File: src/rtl/db_lookup_client.sv
// Flow-key lookup initiator: header in, one DB request at a time, drop/pass verdict out. Optional DB_CLIENT_STATS_EN adds event counters.
// Latency: request 1 cycle after header accept; verdict 1 cycle after response, TIMEOUT cycles after WAIT entry, or 1 cycle for non-UDP bypass.
// Backpressure: hdr_ready stays low from accept until the held verdict is taken with vd_ready.
module db_lookup_client #(
    parameter int KEY_SIZE  = 96,
    parameter int FLAG_SIZE = 4,
    parameter int TIMEOUT   = 1000,
    parameter int TMO_W     = 16
) (
    input  logic                 clk,
    input  logic                 rst,
    input  logic                 hdr_valid,
    output logic                 hdr_ready,
    input  logic [31:0]          hdr_src_ip,
    input  logic [31:0]          hdr_dst_ip,
    input  logic [15:0]          hdr_dst_port,
    input  logic                 hdr_is_udp,
    input  logic [3:0]           hdr_op,
    output logic [KEY_SIZE-1:0]  db_in_key,
    output logic [FLAG_SIZE-1:0] db_in_flag,
    output logic                 db_in_valid,
    input  logic                 db_out_valid,
    input  logic [FLAG_SIZE-1:0] db_out_flag,
    output logic                 vd_valid,
    input  logic                 vd_ready,
    output logic                 vd_drop,
    output logic [3:0]           vd_code,
    output logic                 vd_timeout
`ifdef DB_CLIENT_STATS_EN
    ,
    input  logic                 stat_clr,
    output logic [31:0]          stat_req,
    output logic [31:0]          stat_hit,
    output logic [31:0]          stat_drop,
    output logic [31:0]          stat_tmo
`endif
);

    typedef enum logic [1:0] {S_IDLE, S_REQ, S_WAIT, S_DONE} state_t;

    state_t           state;
    logic [TMO_W-1:0] tmo_cnt;
    logic             stale;
    logic             rsp_ok;
    logic             tmo_hit;

    function automatic logic is_drop(input logic [FLAG_SIZE-1:0] c);
        return (c == FLAG_SIZE'(2)) || (c == FLAG_SIZE'(3));
    endfunction

    // A live response beats a timeout landing in the same cycle.
    assign rsp_ok  = (state == S_WAIT) && db_out_valid && !stale;
    assign tmo_hit = (state == S_WAIT) && !rsp_ok && (tmo_cnt == TMO_W'(TIMEOUT - 1));

    always_ff @(posedge clk or negedge rst) begin
        if (!rst) begin
            state       <= S_IDLE;
            tmo_cnt     <= '0;
            stale       <= 1'b0;
            hdr_ready   <= 1'b0;
            db_in_key   <= '0;
            db_in_flag  <= '0;
            db_in_valid <= 1'b0;
            vd_valid    <= 1'b0;
            vd_drop     <= 1'b0;
            vd_code     <= '0;
            vd_timeout  <= 1'b0;
        end else begin
            // The first response after an abandoned request belongs to it; swallow it.
            if (db_out_valid && stale)
                stale <= 1'b0;
            case (state)
                S_IDLE: begin
                    if (hdr_valid && hdr_ready) begin
                        hdr_ready <= 1'b0;
                        if (hdr_is_udp) begin
                            db_in_key   <= KEY_SIZE'({hdr_src_ip, hdr_dst_ip, hdr_dst_port, 16'h0000});
                            db_in_flag  <= FLAG_SIZE'(hdr_op);
                            db_in_valid <= 1'b1;
                            state       <= S_REQ;
                        end else begin
                            vd_valid   <= 1'b1;
                            vd_drop    <= 1'b0;
                            vd_code    <= '0;
                            vd_timeout <= 1'b0;
                            state      <= S_DONE;
                        end
                    end else begin
                        hdr_ready <= 1'b1;
                    end
                end
                S_REQ: begin
                    db_in_valid <= 1'b0;
                    tmo_cnt     <= '0;
                    state       <= S_WAIT;
                end
                S_WAIT: begin
                    tmo_cnt <= tmo_cnt + 1'b1;
                    if (rsp_ok) begin
                        vd_valid   <= 1'b1;
                        vd_drop    <= is_drop(db_out_flag);
                        vd_code    <= 4'(db_out_flag);
                        vd_timeout <= 1'b0;
                        state      <= S_DONE;
                    end else if (tmo_hit) begin
                        vd_valid   <= 1'b1;
                        vd_drop    <= 1'b0;
                        vd_code    <= '0;
                        vd_timeout <= 1'b1;
                        stale      <= 1'b1;
                        state      <= S_DONE;
                    end
                end
                S_DONE: begin
                    if (vd_ready) begin
                        vd_valid  <= 1'b0;
                        hdr_ready <= 1'b1;
                        state     <= S_IDLE;
                    end
                end
                default: state <= S_IDLE;
            endcase
        end
    end

`ifdef DB_CLIENT_STATS_EN
    always_ff @(posedge clk or negedge rst) begin
        if (!rst) begin
            stat_req  <= '0;
            stat_hit  <= '0;
            stat_drop <= '0;
            stat_tmo  <= '0;
        end else if (stat_clr) begin
            stat_req  <= '0;
            stat_hit  <= '0;
            stat_drop <= '0;
            stat_tmo  <= '0;
        end else begin
            if (state == S_REQ)
                stat_req <= stat_req + 32'd1;
            if (rsp_ok && (db_out_flag != '0))
                stat_hit <= stat_hit + 32'd1;
            if (rsp_ok && is_drop(db_out_flag))
                stat_drop <= stat_drop + 32'd1;
            if (tmo_hit)
                stat_tmo <= stat_tmo + 32'd1;
        end
    end
`endif

endmodule
File: config.mk
export PLATFORM = sky130hd
export DESIGN_NAME = db_lookup_client
export DESIGN_NICKNAME = d
export VERILOG_FILES = /design/src/rtl/db_lookup_client.sv
export SDC_FILE = /design/constraint.sdc
export NUM_CORES = 1
export LEC_CHECK = 0
export CELL_PAD_IN_SITES_DETAIL_PLACEMENT = 0
export CELL_PAD_IN_SITES_GLOBAL_PLACEMENT = 1
export CORE_MARGIN = 5
export CORE_UTILIZATION = 36
export DETAILED_ROUTE_END_ITERATION = 8
export PLACE_DENSITY_LB_ADDON = 0.1
export SYNTH_ARGS = -nofsm -noshare
export SYNTH_HDL_FRONTEND = slang
export SYNTH_SLANG_ARGS = --single-unit
File: constraint.sdc
create_clock -name clk -period 4.7 [get_ports clk]
set_clock_uncertainty 0.05 [all_clocks]
set_input_delay 0.705 -clock clk [delete_from_list [all_inputs] [get_ports clk]]
set_output_delay 0.705 -clock clk [all_outputs]
set_load 0.01 [all_outputs]
Word level (Yosys, flattened, before mapping)
Index checks and enable logic that the tools add are counted.
{"block": "totals", "output_inout_bits": 109, "inputBits": 94, "register_bits": 112, "elab_cells": 79}
{"block": "classes", "n_addsub": 1, "reduce_logical": 21, "n_eq_ne": 11, "muxes": 35}
{"cell": "16-bit one-hot mux with 2 select lines", "n": 1}
{"cell": "1-bit 2-to-1 mux", "n": 18}
{"cell": "16-bit by 1-bit adder with 16-bit output, second input constant", "n": 1}
{"cell": "16-bit by 10-bit equality test with 1-bit output, second input constant", "n": 1}
{"cell": "4-bit 2-to-1 mux", "n": 4}
{"cell": "2-bit 2-to-1 mux", "n": 5}
{"cell": "3-bit AND reduction", "n": 3}
{"cell": "4-bit by 2-bit equality test with 1-bit output, second input constant", "n": 2}
{"cell": "2-bit != test, second input constant", "n": 4}
{"cell": "1-bit one-hot mux with 2 select lines", "n": 4}
{"cell": "2-bit one-hot mux with 4 select lines", "n": 1}
{"cell": "4-bit one-hot mux with 2 select lines", "n": 1}
{"cell": "2-bit nonzero test", "n": 4}
{"cell": "1-bit logical AND", "n": 6}
{"cell": "5-bit AND reduction", "n": 1}
{"cell": "2-bit equality test, second input constant", "n": 2}
{"cell": "4-bit AND reduction", "n": 1}
{"cell": "3-bit != test, second input constant", "n": 1}
{"cell": "1-bit one-hot mux with 3 select lines", "n": 1}
{"cell": "3-bit nonzero test", "n": 1}
{"cell": "2-bit by 1-bit equality test with 1-bit output, second input constant", "n": 1}
{"cell": "1-bit logical NOT", "n": 2}
{"cell": "2-bit logical NOT", "n": 1}
{"cell": "2-bit AND reduction", "n": 1}
{"cell": "1-bit logical OR", "n": 1}

Longest topological paths before layout
Gate-level depths: netlist of the first run.
{"block": "logic_depth", "depth_word": 9, "depth_mapped": 8, "ltp_nobuf": 6}

Worst setup path before layout of the first run
No wires, ideal clock.
{"block": "synth_timing", "path_kind": "flip-flop to flip-flop", "from": "register state[0]", "to": "register db_in_key[23]", "required_ps": 4525, "setup_ps": 125, "path_buffers": 3, "arrival_ps": 1538, "path_stages_with_launch": 8, "slack_ps": 2987, "synth_period_minus_slack_ps": 1713, "path_cell_list": "dfrtp_1 inv_1 ha_1 buf_2 nand4_2 buf_4 buf_6 mux2_4"}
{"block": "synth_between", "elab_chain_cells": 2}
{"item": "from (decl)", "line": "41", "source": "state_t state;"}
{"item": "from (signal assigned)", "line": "57", "source": "state <= S_IDLE;"}
{"item": "from (signal assigned)", "line": "80", "source": "state <= S_REQ;"}
{"item": "from (signal assigned)", "line": "86", "source": "state <= S_DONE;"}
{"item": "2-bit logical NOT", "line": "72", "source": "case (state)"}
{"item": "3-bit AND reduction (no line)"}
{"item": "to (signal assigned)", "line": "77", "source": "db_in_key <= KEY_SIZE'({hdr_src_ip, hdr_dst_ip, hdr_dst_port, 16'h0000});"}
{"item": "to (decl)", "line": "19", "source": "output logic [KEY_SIZE-1:0] db_in_key,"}
No other way between the ends.
A chain may end at the register's enable or synchronous reset.

Worst setup path after layout of the first run
{"block": "layout_timing", "from": "input hdr_valid", "to": "register db_in_key[58]"}
{"block": "layout_between", "elab_chain_cells": 2}
{"item": "from (decl)", "line": "12", "source": "input logic hdr_valid,"}
{"item": "1-bit logical AND", "line": "74", "source": "if (hdr_valid && hdr_ready) begin"}
{"item": "3-bit AND reduction (no line)"}
No other way between the ends.

==> results of run 1 <==
[per-stage QoR]
stage / area (µm²) / hold slack, ns / setup slack [ns]
detailed placement: 6890 / 0.432 / 1.56
global placement: 6890 / 0.428 / 1.62
floorplan: 4990 / 0.359 / 2.99
CTS: 7200 / 0.238 / 1.94
global route: 7200 / 0.261 / 1.85
finish: 7200 / 0.231 / 1.97
[cells by family after synthesis]
group                    synth area share [%]
flip-flops                               56.8
XOR/XNOR                                0.887
multiplexers                             22.6
adder cells (fa/ha/maj)                  1.27
AO/OA/AOI/OAI                            5.25
other                                  0.0760
buffers and inverters                    5.70
AND/OR/NAND/NOR                          7.45
[registers in the layout, summed over array words and instances (netlist names)]
| signal | flops |
|---|---|
| vd_code | 4 |
| stale | 1 |
| db_in_key | 80 |
| vd_valid | 1 |
| vd_timeout | 1 |
| state | 2 |
| db_in_valid | 1 |
| db_in_flag | 4 |
| hdr_ready | 1 |
| vd_drop | 1 |
| tmo_cnt | 16 |
[power by group]
group          switching, mW  internal (mW)  leakage, nW
clock                  0.353          0.430        0.149
sequential             0.218           1.38         1.38
combinational          0.798           1.22         1.58
total                   1.37           3.03         3.11
[layout make-up]
cell class / instances / area share, %
Sequential cell: 112 / 38.9
Multi-Input combinational cell: 209 / 26.6
Timing Repair Buffer: 190 / 26.2
Clock buffer: 10 / 3.32
Tap cell: 176 / 3.06
Clock inverter: 6 / 0.956
Inverter: 17 / 0.886
[cell usage in the layout, fill, tap and decap left out, types with 2 or more instances in the layout]
cell type	synthesis	final
a21oi_1	4	4
a22o_1	2	2
a32o_1	2	2
buf_4	17	5
clkbuf_16	0	9
clkdlybuf4s50_1	0	185
clkinv_4	0	3
conb_1	1	16
dfrtp_1	112	112
ha_1	5	5
inv_1	17	17
mux2_1	8	8
mux2_2	47	47
mux2_4	31	31
mux2i_1	3	3
nand2_1	10	10
nand2b_1	2	2
nand3_1	10	10
nand3_2	2	2
nand4_1	4	4
nor2_1	16	16
nor3_1	4	4
nor4_2	2	2
o21ai_0	4	4
o21ai_1	4	4
o22ai_1	3	3
o2bb2ai_1	2	2
xnor2_1	4	4
[worst max-delay path, stage by stage]
cell	delay (ns)
clkdlybuf4s50_1	0.49
nand4_4	0.13
buf_4	0.47
buf_4	0.69
mux2_1	0.39
[how the worst max path moves through the flow]
stage / startpoint / end / slack, ns
5_1_grt: hdr_valid / db_in_key[57] / 1.85
3_3_place_gp: hdr_valid / db_in_key[62] / 1.62
2_1_floorplan: state[0] / db_in_key[23] / 2.99
3_5_place_dp: hdr_valid / db_in_key[61] / 1.56
4_1_cts: hdr_valid / db_in_key[87] / 1.94
6_report: hdr_valid / db_in_key[58] / 1.97
[layer usage]
metal / global-route usage [%] / vias to the layer above / wire length (µm)
met1: 20.3 / 1639 / 5380
met5: 0 / - / 0
li1: - / 1590 / -
met4: 6.31 / 0 / 240
met2: 24.4 / 126 / 5900
met3: 4.01 / 12 / 915
==> flow_metrics.env, run 1 <==
export IMPL_reg2reg_depth=6
export IMPL_rr_endpoint="db_in_key[58]"
export IMPL_grt_pass1_wl_um=19600
export IMPL_async_flop_share_pct=100
export IMPL_path_clk_slew_ns=0.07
export IMPL_drive_above_1_share_pct=20.8
export IMPL_cts_path_max_buffers=2
export IMPL_num_antenna_cells=0
export IMPL_ys_types=51
export IMPL_p_per_area_mw_per_mm2=611
export IMPL_cts_resized=0
export IMPL_report_final_slew_viol_count=0
export IMPL_finalSetupViolCount=0
export IMPL_num_rows=42
export IMPL_multiInputGateArea_mm2=0.00192
export IMPL_yosysTopAreaCell="dfrtp_1"
export IMPL_clk_insertion_delay_late_ns=0.35
export IMPL_final_hold_violation_count=0
export IMPL_rrSetupSlack_ns=2.03
export IMPL_postCtsHoldBufs=0
export IMPL_synth_top_area_share_pct=56.8
export IMPL_core_area_mm2=0.0133
export IMPL_io_pins=203
export IMPL_status="finished, final reports clean"
export IMPL_cp_required_ns=4.87
export IMPL_synth_area_leaders="dfrtp_1 57%, mux2_2 11%, mux2_4 9.4%, buf_4 2.6%, mux2_1 1.8%"
export IMPL_drtIter0Drc=147
export IMPL_ant_nets=0
export IMPL_leakagePower_nw=3.11
export IMPL_viasPerCell=4.68
export IMPL_die_w_um=127
export IMPL_syn_inst=352
export IMPL_post_cts_setup_buffer_count=0
export IMPL_cts_tree="yes"
export IMPL_grt_usage_pct=15.4
export IMPL_routed_wl_um=12400
export IMPL_drv_cap=0
export IMPL_final_nets=638
export IMPL_clock_sinks=112
export IMPL_cts_htree_levels=3
export IMPL_netlist_area_mm2=0.00494
export IMPL_tightest_slew_ns=0.722
export IMPL_port_buffers=186
export IMPL_ir_drop_v=0.000271
export IMPL_wl_per_cell_um=17.3
export IMPL_arrival_ns=2.90
export IMPL_synth_flop_cell="dfrtp_1"
export IMPL_fmax_ghz=0.367
export IMPL_fillers=1137
export IMPL_cp_max_fo=46
export IMPL_cts_root_buf="clkbuf_16"
export IMPL_synth_most_common_cell="dfrtp_1"
export IMPL_cp_end_kind="register"
export IMPL_yosys_register_bits=112
export IMPL_hold_class="in2async"
export IMPL_synth_common_cells="112 x dfrtp_1, 47 x mux2_2, 31 x mux2_4"
export IMPL_synth_edf_count=0
export IMPL_startpoint_type="input port"
export IMPL_finalPower_mw=4.40
export IMPL_grt_max_degree=55
export IMPL_critPathKind="in2reg"
export IMPL_dr_pass1_iters=4
export IMPL_areaGrowthSynthToFinish_pct=45.9
export IMPL_yosys_warnings=0
export IMPL_fin_cells=720
export IMPL_r2r_start="state[0]"
export IMPL_dieHeight_um=127
export IMPL_fin_crit_ns=2.73
export IMPL_gp_congestion=0.765
export IMPL_overflow=0
export IMPL_slew_headroom_pct=51.9
export IMPL_post_route_util_pct=53.9
export IMPL_ys_seq_area_share_pct=56.8
export IMPL_numPlacedInstances=704
export IMPL_seq_area_mm2=0.00280
export IMPL_cts_buffers=9
export IMPL_rsz0062_at_grt="false"
export IMPL_die_area_mm2=0.0162
export IMPL_fin_crit_sh_pct=58.0
export IMPL_vias=3367
export IMPL_dpl_hpwl_um=9410
export IMPL_start_util_pct=37.0
export IMPL_antenna_found_initial=0
export IMPL_syn_area_per_cell_um2=14.0
export IMPL_setup_tns_ns=0
export IMPL_grt_pass1_vias=3551
export IMPL_route_detailed_drc=0
Power figures use the tool's default switching activity.
==> run 2, diff against run 1 <==
--- a/config.mk
+++ b/config.mk
@@ -8,7 +8,7 @@
 export CELL_PAD_IN_SITES_DETAIL_PLACEMENT = 0
 export CELL_PAD_IN_SITES_GLOBAL_PLACEMENT = 1
 export CORE_MARGIN = 5
-export CORE_UTILIZATION = 36
+export CORE_UTILIZATION = 30
 export DETAILED_ROUTE_END_ITERATION = 8
 export PLACE_DENSITY_LB_ADDON = 0.1
 export SYNTH_ARGS = -nofsm -noshare
==> constraint.sdc (replaced) <==
create_clock -name clk -period 2.3 [get_ports clk]
set_clock_uncertainty 0.05 [all_clocks]
set_input_delay 0.345 -clock clk [delete_from_list [all_inputs] [get_ports clk]]
set_output_delay 0.345 -clock clk [all_outputs]
set_load 0.01 [all_outputs]
==> run 2 against run 1 <==
Net effect:
- clock power increased by 120%
- non-clock buffer count increased by 6
- register-to-register slack worse by 1.7 ns
- global-route usage fell by 1.6 points
- sequential share of layout area is 0.90 points lower
- worst hold slack better by 0.21 ns
- routed wire length up 8.1%
- critical endpoint is now tmo_cnt[5]
- largest cell class unchanged
==> flow_metrics.env, run 2 (synthesis results as in run 1) <==
export IMPL_leakagePower_nw=3.18
export IMPL_largest_reg_flops=80
export IMPL_grt_max_degree=54
export IMPL_io_pins=203
export IMPL_route_detailed_drc=0
export IMPL_fin_crit_sh_pct=84.6
export IMPL_critical_path_top_delay_family="simple AND/OR/NAND/NOR gates"
export IMPL_report_final_slew_viol_count=0
export IMPL_cts_resized=0
export IMPL_post_route_util_pct=46.1
export IMPL_gr_max_usage_layer="met2"
export IMPL_dpl_hpwl_um=10200
export IMPL_cts_path_max_buffers=2
export IMPL_postCtsHoldBufs=1
export IMPL_gp_congestion=0.746
export IMPL_fin_crit_ns=1.94
export IMPL_grt_pass1_wl_um=20800
export IMPL_cts_htree_levels=3
export IMPL_cp_cell_sequence="inv_1 -> ha_1 -> nand4_1 -> or3_1 -> a21oi_1"
export IMPL_start_util_pct=30.8
export IMPL_cts_buffers=9
export IMPL_final_cell_mix="185 x clkdlybuf4s50_1, 112 x dfrtp_1, 47 x mux2_2"
export IMPL_globalRouteMet1Util_pct=19.1
export IMPL_ant_nets=0
export IMPL_cp_required_ns=2.53
export IMPL_die_area_mm2=0.0191
export IMPL_cp_num_buf_inv=1
export IMPL_fillers=1505
export IMPL_overflow=0
export IMPL_wl_per_cell_um=17.5
export IMPL_cts_root_buf="clkbuf_16"
export IMPL_critPathKind="reg2reg"
export IMPL_post_cts_setup_buffer_count=0
export IMPL_startpoint_type="register"
export IMPL_grt_usage_pct=13.9
export IMPL_arrival_ns=2.17
export IMPL_hold_class="reg2reg"
export IMPL_final_hold_violation_count=0
export IMPL_crit_start="state[1]"
export IMPL_hold_start="db_in_key[54]"
export IMPL_multiInputGateArea_mm2=0.00192
export IMPL_drive_above_1_share_pct=21.5
export IMPL_reg_largest_list="db_in_key x80, tmo_cnt x16"
export IMPL_num_antenna_cells=0
export IMPL_grtUsageMet3_pct=3.86
export IMPL_final_nets=644
export IMPL_core_area_mm2=0.0160
export IMPL_layout_commonest_cell="clkdlybuf4s50_1"
export IMPL_setup_tns_ns=0
export IMPL_cp_max_fo=10
export IMPL_finalSetupViolCount=0
export IMPL_rsz0062_at_grt="false"
export IMPL_seq_area_mm2=0.00280
export IMPL_grt_pass1_vias=3498
export IMPL_viasPerCell=4.45
export IMPL_largest_register="db_in_key"
export IMPL_dr_pass1_iters=4
export IMPL_vias=3412
export IMPL_use_met2_pct=21.6
export IMPL_drv_cap=0
export IMPL_num_rows=46
export IMPL_antenna_found_initial=0
export IMPL_dieHeight_um=138
export IMPL_rrSetupSlack_ns=0.36
export IMPL_areaGrowthSynthToFinish_pct=49.3
export IMPL_r2r_start="state[1]"
export IMPL_clk_insertion_delay_late_ns=0.35
export IMPL_critPathMaxStageDelay_ns=0.47
export IMPL_path_clk_slew_ns=0.08
export IMPL_clock_sinks=112
export IMPL_routed_wl_um=13400
export IMPL_ir_drop_v=0.000452
export IMPL_cts_tree="yes"
export IMPL_fmax_ghz=0.514
export IMPL_status="finished, final reports clean"
export IMPL_cp_end_kind="register"
export IMPL_drtIter0Drc=116
export IMPL_cp_slowest_cell="ha_1"
export IMPL_port_buffers=186
export IMPL_p_per_area_mw_per_mm2=1260
export IMPL_die_w_um=138
-- run 2: cell types whose count changed in the layout (fill, tap and decap cells not counted), sizes merged --
cell / delta
buf: +5
inv: +1
bufinv: +1
dlygate4sd3: +1
clkinv: -1
clkinvlp: -1
-- run 2: metal layers --
layer,share of wire [%],vias up
li1,-,1597
met1,48,1675
met2,46,127
met3,5.4,13
met4,1.1,0
met5,0,-
-- run 2: layout make-up --
| cell class | instances | share of cell area (%) |
|---|---|---|
| repair buffers | 196 | 27.0 |
| clock inverters | 6 | 1.24 |
| flip-flops and latches | 112 | 38.0 |
| multi-input cells | 209 | 26.0 |
| well taps | 216 | 3.67 |
| inverters | 17 | 0.866 |
| clock buffers | 10 | 3.24 |
-- run 2: worst register-to-register path, delay by kind of cell, from the launching register on --
kind | cells | cell delay [ns]
AND/OR/NAND/NOR | 2 | 0.74
flip-flops | 1 | 0.39
adder cells (fa/ha/maj) | 1 | 0.47
buffers and inverters | 1 | 0.08
AO/OA/AOI/OAI | 1 | 0.14
-- run 2: metrics by stage --
step	hold slack, ns	cells	setup slack (ns)	power [mW]	area (µm²)
after global placement	0.292	749	0.372	7.57	7030
after CTS	0.449	766	0.314	9.42	7370
final	0.445	766	0.355	9.26	7370
after global routing	0.458	766	0.175	9.78	7370
after floorplan	-0.000591	367	0.587	5.28	4990
after detailed placement	0.298	749	0.333	7.63	7030
-- run 2: path summary, 6_finish.rpt --
check                                      to  cells past startpoint
worst max register to register     tmo_cnt[5]                      5
worst min-delay path            db_in_key[54]                      1
worst max-delay path               tmo_cnt[5]                      5
worst min register to register  db_in_key[54]                      1
min in group asynchronous       db_in_key[28]                      2
max in group asynchronous       db_in_key[79]                      3
-- run 2: power breakdown --
group,total (mW),switching (mW),internal [mW]
sequential,3.27,0.450,2.82
clock,1.74,0.750,0.992
combinational,4.25,1.69,2.57
